## src/rtl/sign_extend_pipe.sv

```systemverilog
// sign_extend_pipe: two-stage valid/ready immediate extender (in: instruction+mode; out: out, test=source sign bit, count=results delivered)
module sign_extend_pipe #(
  parameter int IN_W  = 16,
  parameter int OUT_W = 32
) (
  input  logic             clk,
  input  logic             rst,
  input  logic             in_valid,
  output logic             in_ready,
  input  logic [IN_W-1:0]  instruction,
  input  logic [1:0]       mode,
  output logic             out_valid,
  input  logic             out_ready,
  output logic [OUT_W-1:0] out,
  output logic             test,
  output logic [15:0]      count
);
  logic             s1_valid;
  logic [IN_W-1:0]  s1_instr;
  logic [1:0]       s1_mode;
  logic             s2_adv;
  logic [OUT_W-1:0] sext;
  logic [OUT_W-1:0] res;
  always_comb begin
    s2_adv   = !out_valid || out_ready;
    in_ready = !s1_valid || s2_adv;
    sext     = {{(OUT_W-IN_W){s1_instr[IN_W-1]}}, s1_instr};
    res      = s1_mode == 2'b00 ? sext :
               s1_mode == 2'b01 ? {{(OUT_W-IN_W){1'b0}}, s1_instr} :
               s1_mode == 2'b10 ? {s1_instr, {(OUT_W-IN_W){1'b0}}} :
                                  {sext[OUT_W-3:0], 2'b00};
  end
  always_ff @(posedge clk or posedge rst) begin
    if (rst) begin
      s1_valid  <= 1'b0;
      s1_instr  <= '0;
      s1_mode   <= '0;
      out_valid <= 1'b0;
      out       <= '0;
      test      <= 1'b0;
      count     <= '0;
    end else begin
      if (in_ready) begin
        s1_valid <= in_valid;
        if (in_valid) begin
          s1_instr <= instruction;
          s1_mode  <= mode;
        end
      end
      if (s2_adv) begin
        out_valid <= s1_valid;
        if (s1_valid) begin
          out  <= res;
          test <= s1_instr[IN_W-1];
        end
      end
      if (out_valid && out_ready) count <= count + 16'd1;
    end
  end
endmodule

```

## config.mk

```make
export PLATFORM = sky130hd
export DESIGN_NAME = sign_extend_pipe
export DESIGN_NICKNAME = d
export VERILOG_FILES = /design/src/rtl/sign_extend_pipe.sv
export SDC_FILE = /design/constraint.sdc
export NUM_CORES = 1
export LEC_CHECK = 0
export ABC_AREA = 1
export BUFFER_PORTS_ARGS = -buffer_cell sky130_fd_sc_hd__buf_4
export CORE_MARGIN = 4
export CORE_UTILIZATION = 25
export DETAILED_ROUTE_END_ITERATION = 7
export SLEW_MARGIN = 20
export SYNTH_ARGS = -nofsm -noshare
export SYNTH_HDL_FRONTEND = slang
export SYNTH_SLANG_ARGS = --single-unit
export TNS_END_PERCENT = 30
```

## constraint.sdc

```tcl
create_clock -name clk -period 2.3 [get_ports clk]
set_input_delay 0.46 -clock clk [delete_from_list [all_inputs] [get_ports clk]]
set_output_delay 0.46 -clock clk [all_outputs]
set_load 0.01 [all_outputs]
```

Word level (Yosys, flattened, before mapping):

Cells that the tools add are included.

* flip-flop bits (word level): 69
* bits in latches: 0
* memory bits (writable): 0
* memory bits (read-only): 0
* output and inout bits: 51
* logic and storage cells: 21
* memories: 0

* add/sub/neg operators: 1
* multiply operators: 0
* divide/modulo/power cells: 0
* order comparisons: 0
* equal/unequal tests: 2
* shift operators: 0
* muxes and demuxes: 3
* bitwise gates (word level): 0
* reductions and logical operators: 8

Operators by type and width (count)
* $mux W32: 2
* $mux W31: 1
* $add A16 B1 Y16 const B: 1
* $reduce_and A2 Y1: 2
* $eq A2 B1 Y1 const B: 1
* $eq A2 B2 Y1 const B: 1
* $logic_not A1 Y1: 2
* $logic_not A2 Y1: 1
* $logic_or A1 B1 Y1: 2
* $logic_and A1 B1 Y1: 1

Depth between registers and ports, before layout:

* depth after elaboration: 4
* gate-level depth with buffers: 9

Worst setup path after synthesis:

No wires, ideal clock.

* path kind: register to register
* start point: register count[1]
* end point: register count[14]
* library setup time: 0.117 ns
* data arrival time: 1.127 ns
* data required time: 2.183 ns
* path slack: 1.056 ns
* stages on the path, launching flop included: 9
* path buffers: 0
* period minus slack after synthesis: 1.244 ns
* path through: dfrtp_1 ha_1 inv_1 nor2_2 nand2_4 nor2_2 nand3_1 nand2_1 nand2_1

* word-level cells in the longest chain between the ends: 1

RTL lines
* from (decl): RTL line 16 `output logic [15:0] count`
* from (signal assigned): RTL line 57 `if (out_valid && out_ready) count <= count + 16'd1;`
* $add A16 B1 Y16: RTL line 57

Every way passes these cells.
A chain may end at the register's enable or synchronous reset.

Worst setup path after layout:

* start point: register s1_mode[1]
* end point: register out[16]

* word-level cells in the longest chain between the ends: 4
* elaborated cells between the ends (all ways): 6
* classes of those cells: eq/ne: 2; mux: 3; reduce/logical: 1

RTL lines
* from (decl): RTL line 20 `logic [1:0] s1_mode;`
* from (signal assigned): RTL line 47 `s1_mode <= mode;`
* $eq A2 B2 Y1: RTL line 30 `s1_mode == 2'b10 ? {s1_instr, {(OUT_W-IN_W){1'b0}}} :`
* $mux W31: RTL line 30
* $mux W32: RTL line 29 `s1_mode == 2'b01 ? {{(OUT_W-IN_W){1'b0}}, s1_instr} :`
* $mux W32 (*): RTL line 28 `res = s1_mode == 2'b00 ? sext :`
* to (signal assigned): RTL line 53 `out <= res;`
* to (decl): RTL line 14 `output logic [OUT_W-1:0] out,`

Every way passes the cells marked *; elsewhere a longest branch is shown, timed or not.

==> summary.txt <==
Routing
  • Drt drc: 0
  • Vias per inst: 4.29
  • WL final: 8110 um
  • First-pass detailed-route iteration total: 5
  • Avg WL per Cell: 13.6 um
  • Iteration-0 DRC Markers: 162
  • Post-DRT Antenna Nets: 0
  • Vias: 2,558

Worst setup path
  • Startpoint type of the worst setup path: flip-flop
  • CP Max Fanout: 19
  • CP endpoint kind: flip-flop
  • Critical Path AT: 1.96 ns
  • Critical Path RT: 2.57 ns
  • CP Class: flip-flop to flip-flop

Clock tree
  • Post-CTS setup buffer count: 0
  • Post-cts resize count: 0
  • Max clock buf depth: 2
  • CTS tree: done
  • Root Buffer: clkbuf_16
  • H-tree levels: 3
  • Hold_buf cts: 0
  • Clock slew seen by the registers of the worst setup and hold paths: 0.06 ns
  • TritonCTS buffer count: 9
  • Worst skew pair latency: 0.33 ns
  • TritonCTS Sinks: 69

Yosys
  • Cell count after synthesis: 350
  • Post-synth top area cell: dfrtp_1
  • Count leader, synth: nand2_1
  • Commonest cells post-synth: nand2_1 (82), dfrtp_1 (69), a21oi_1 (45), nor2_1 (41), inv_1 (35)
  • Post-synth EDFFs: 0
  • Post-Syn Area per Cell: 8.81 um^2
  • Ys Warns: 0
  • Post-Syn Area: 0.00308 mm^2
  • Asr flop ratio synth: 100%
  • Main synth FF type: dfrtp_1
  • Syn_nets: 373
  • Sequential area share after synthesis: 56.0%
  • Distinct cells, synth: 31
  • Seq cells post-synth: 69
  • Top cells by area, synth: dfrtp_1 (56%), nand2_1 (10%), a21oi_1 (7.3%)
  • Post-synth top area share: 56.0%

Worst hold path
  • HP Class: primary input to asynchronous set/reset pin

Placement
  • I/O Buffers: 72
  • DP HPWL: 5830 um
  • Placed cell area: 0.00379 mm^2
  • Placer Congestion: 0.817

Global routing
  • Met3 GRT Util: 3.70%
  • Met2 Usage GRT: 18.5%
  • Grt total ovfl: 0
  • Vias in the first global route: 2,630
  • Global-route wire length before repair: 13,400 um
  • Initial antenna violation count: 0
  • Gr busiest metal: met2
  • M1 GR Usage: 15.7%
  • Aggregate global-route resource usage: 12.0%
  • Pin count of the biggest net entering global routing: 37

Power
  • Logic pwr share: 25.3%
  • Final total power: 0.00463 W
  • Sw Share: 30.4%
  • Pwr dens: 1110 mW/mm^2
  • Worst vdd ir: 0.415 mV
  • Leakage: 2.11 nW
  • Power Internal: 0.00322 W
  • Part of the power in registers: 37.7%
  • Clock network power share: 37.0%
  • NetSw: 0.00141 W

Layout
  • ANT cells: 0
  • Layout cells sized above 1: 25.7%
  • Layout area overhead: 35.1%
  • Final net count: 446
  • Final core occ: 34.5%
  • Final instance area: 0.00417 mm^2

Die
  • IO Count: 73
  • Die W: 119 um
  • Initial Util: 25.6%
  • Num rows: 40
  • DIE AREA: 0.0142 mm^2
  • Die Height: 119 um
  • Core Footprint: 0.0121 mm^2

Timing
  • Max Clk Rate: 0.592 GHz
  • Clock skew: 0.00615 ns
  • Min Hold Slack: 0.169 ns
  • Final Hold Vio Count: 0
  • Setup TNS: 0 ns
  • Setup violations, final: 0
  • Crit share post-route: 73.4%
  • Worst-margin pin slew: 0.567 ns
  • Final Critical Period: 1.69 ns
  • Slew Limit Fails: 0
  • Slew HR: 62.2%
  • RSZ-0062 raised after global routing: no

Job
  • Max-cap violations: 0

Outcome
  • Status: completed
[worst paths after layout]
check	startpoint	end	slack, ns	depth (start not counted)
setup reg to reg	s1_mode[1]	out[16]	0.61	4
min in group clk	instruction[3]	s1_instr[3]	0.38	3
hold reg to reg	out[13]	out[13]	0.48	2
setup / recovery	s1_mode[1]	out[16]	0.61	4
hold / removal	rst	out[31]	0.17	2
max in group asynchronous	rst	out[11]	1.53	3
[cell families (layout without fill, tap and decap cells)]
family,after synthesis,count (layout),share of synthesized area [%]
AND/OR/NAND/NOR,149,149,20.8
flip-flops,69,69,56.0
AO/OA/AOI/OAI,68,68,12.5
buffers and inverters,53,131,7.51
XOR/XNOR,10,10,2.84
adder cells (fa/ha/maj),1,1,0.406
[critical path, stage by stage (launching register included)]
cell and delay [ns]:
dfrtp_1 0.70, nand2_1 0.45, o21ai_0 0.28, o21ai_0 0.11, nand2_1 0.08
[state kept, by name, summed over array words and instances (netlist names)]
signal / flops
s1_instr: 16
s1_valid: 1
out: 32
test: 1
s1_mode: 2
out_valid: 1
count: 16
[cell type report]
type                    instances  area, um^2
multi-input cells             228        1130
flip-flops and latches         69        1730
clock buffers                   9         225
inverters                      39         149
clock inverters                 7         146
fillers                      1252        7900
repair buffers                 76         583
well taps                     168         210
[power groups by stage]
stage / Sequential, W / Clock [W] / Combinational, W
floorplan: 0.00182 / 0 / 0.000525
global placement: 0.00176 / 0 / 0.00118
detailed placement: 0.00176 / 0 / 0.00120
CTS: 0.00175 / 0.00175 / 0.00121
global route: 0.00179 / 0.00181 / 0.00130
finish: 0.00174 / 0.00171 / 0.00117
[metal layers]
layer	wire length, um	up-vias
met1	3760	1198
met3	379	8
met5	0	-
met4	107	0
li1	-	1269
met2	3870	83
[placed cells by master, fill, tap and decap left out]
| master | n |
|---|---|
| dfrtp_1 | 69 |
| nand2_2 | 1 |
| buf_12 | 1 |
| nand4_1 | 2 |
| o31ai_2 | 1 |
| xnor2_1 | 2 |
| nor2_1 | 41 |
| inv_6 | 1 |
| xor2_1 | 8 |
| nand3_2 | 1 |
| a21oi_4 | 1 |
| nand2_1 | 82 |
| a21oi_1 | 45 |
| inv_2 | 4 |
| clkbuf_16 | 9 |
| ha_1 | 1 |
| o21ai_1 | 2 |
| o22ai_1 | 13 |
| nor3_1 | 3 |
| inv_4 | 1 |
| nand2_4 | 3 |
| buf_4 | 75 |
| bufinv_16 | 4 |
| o221ai_1 | 1 |
| nor2_4 | 3 |
| clkinv_4 | 2 |
| nand3_1 | 10 |
| inv_1 | 34 |
| nor2_2 | 3 |
| o31ai_1 | 1 |
| o21a_1 | 1 |
| o21ai_0 | 3 |
[through the flow]
| stage | std cells | setup slack [ns] |
|---|---|---|
| finish | 596 | 0.612 |
| global route | 596 | 0.349 |
| CTS | 596 | 0.619 |
| detailed placement | 580 | 0.639 |
| global placement | 580 | 0.727 |
| floorplan | 350 | 0.100 |
Power figures use the tool's default switching activity.
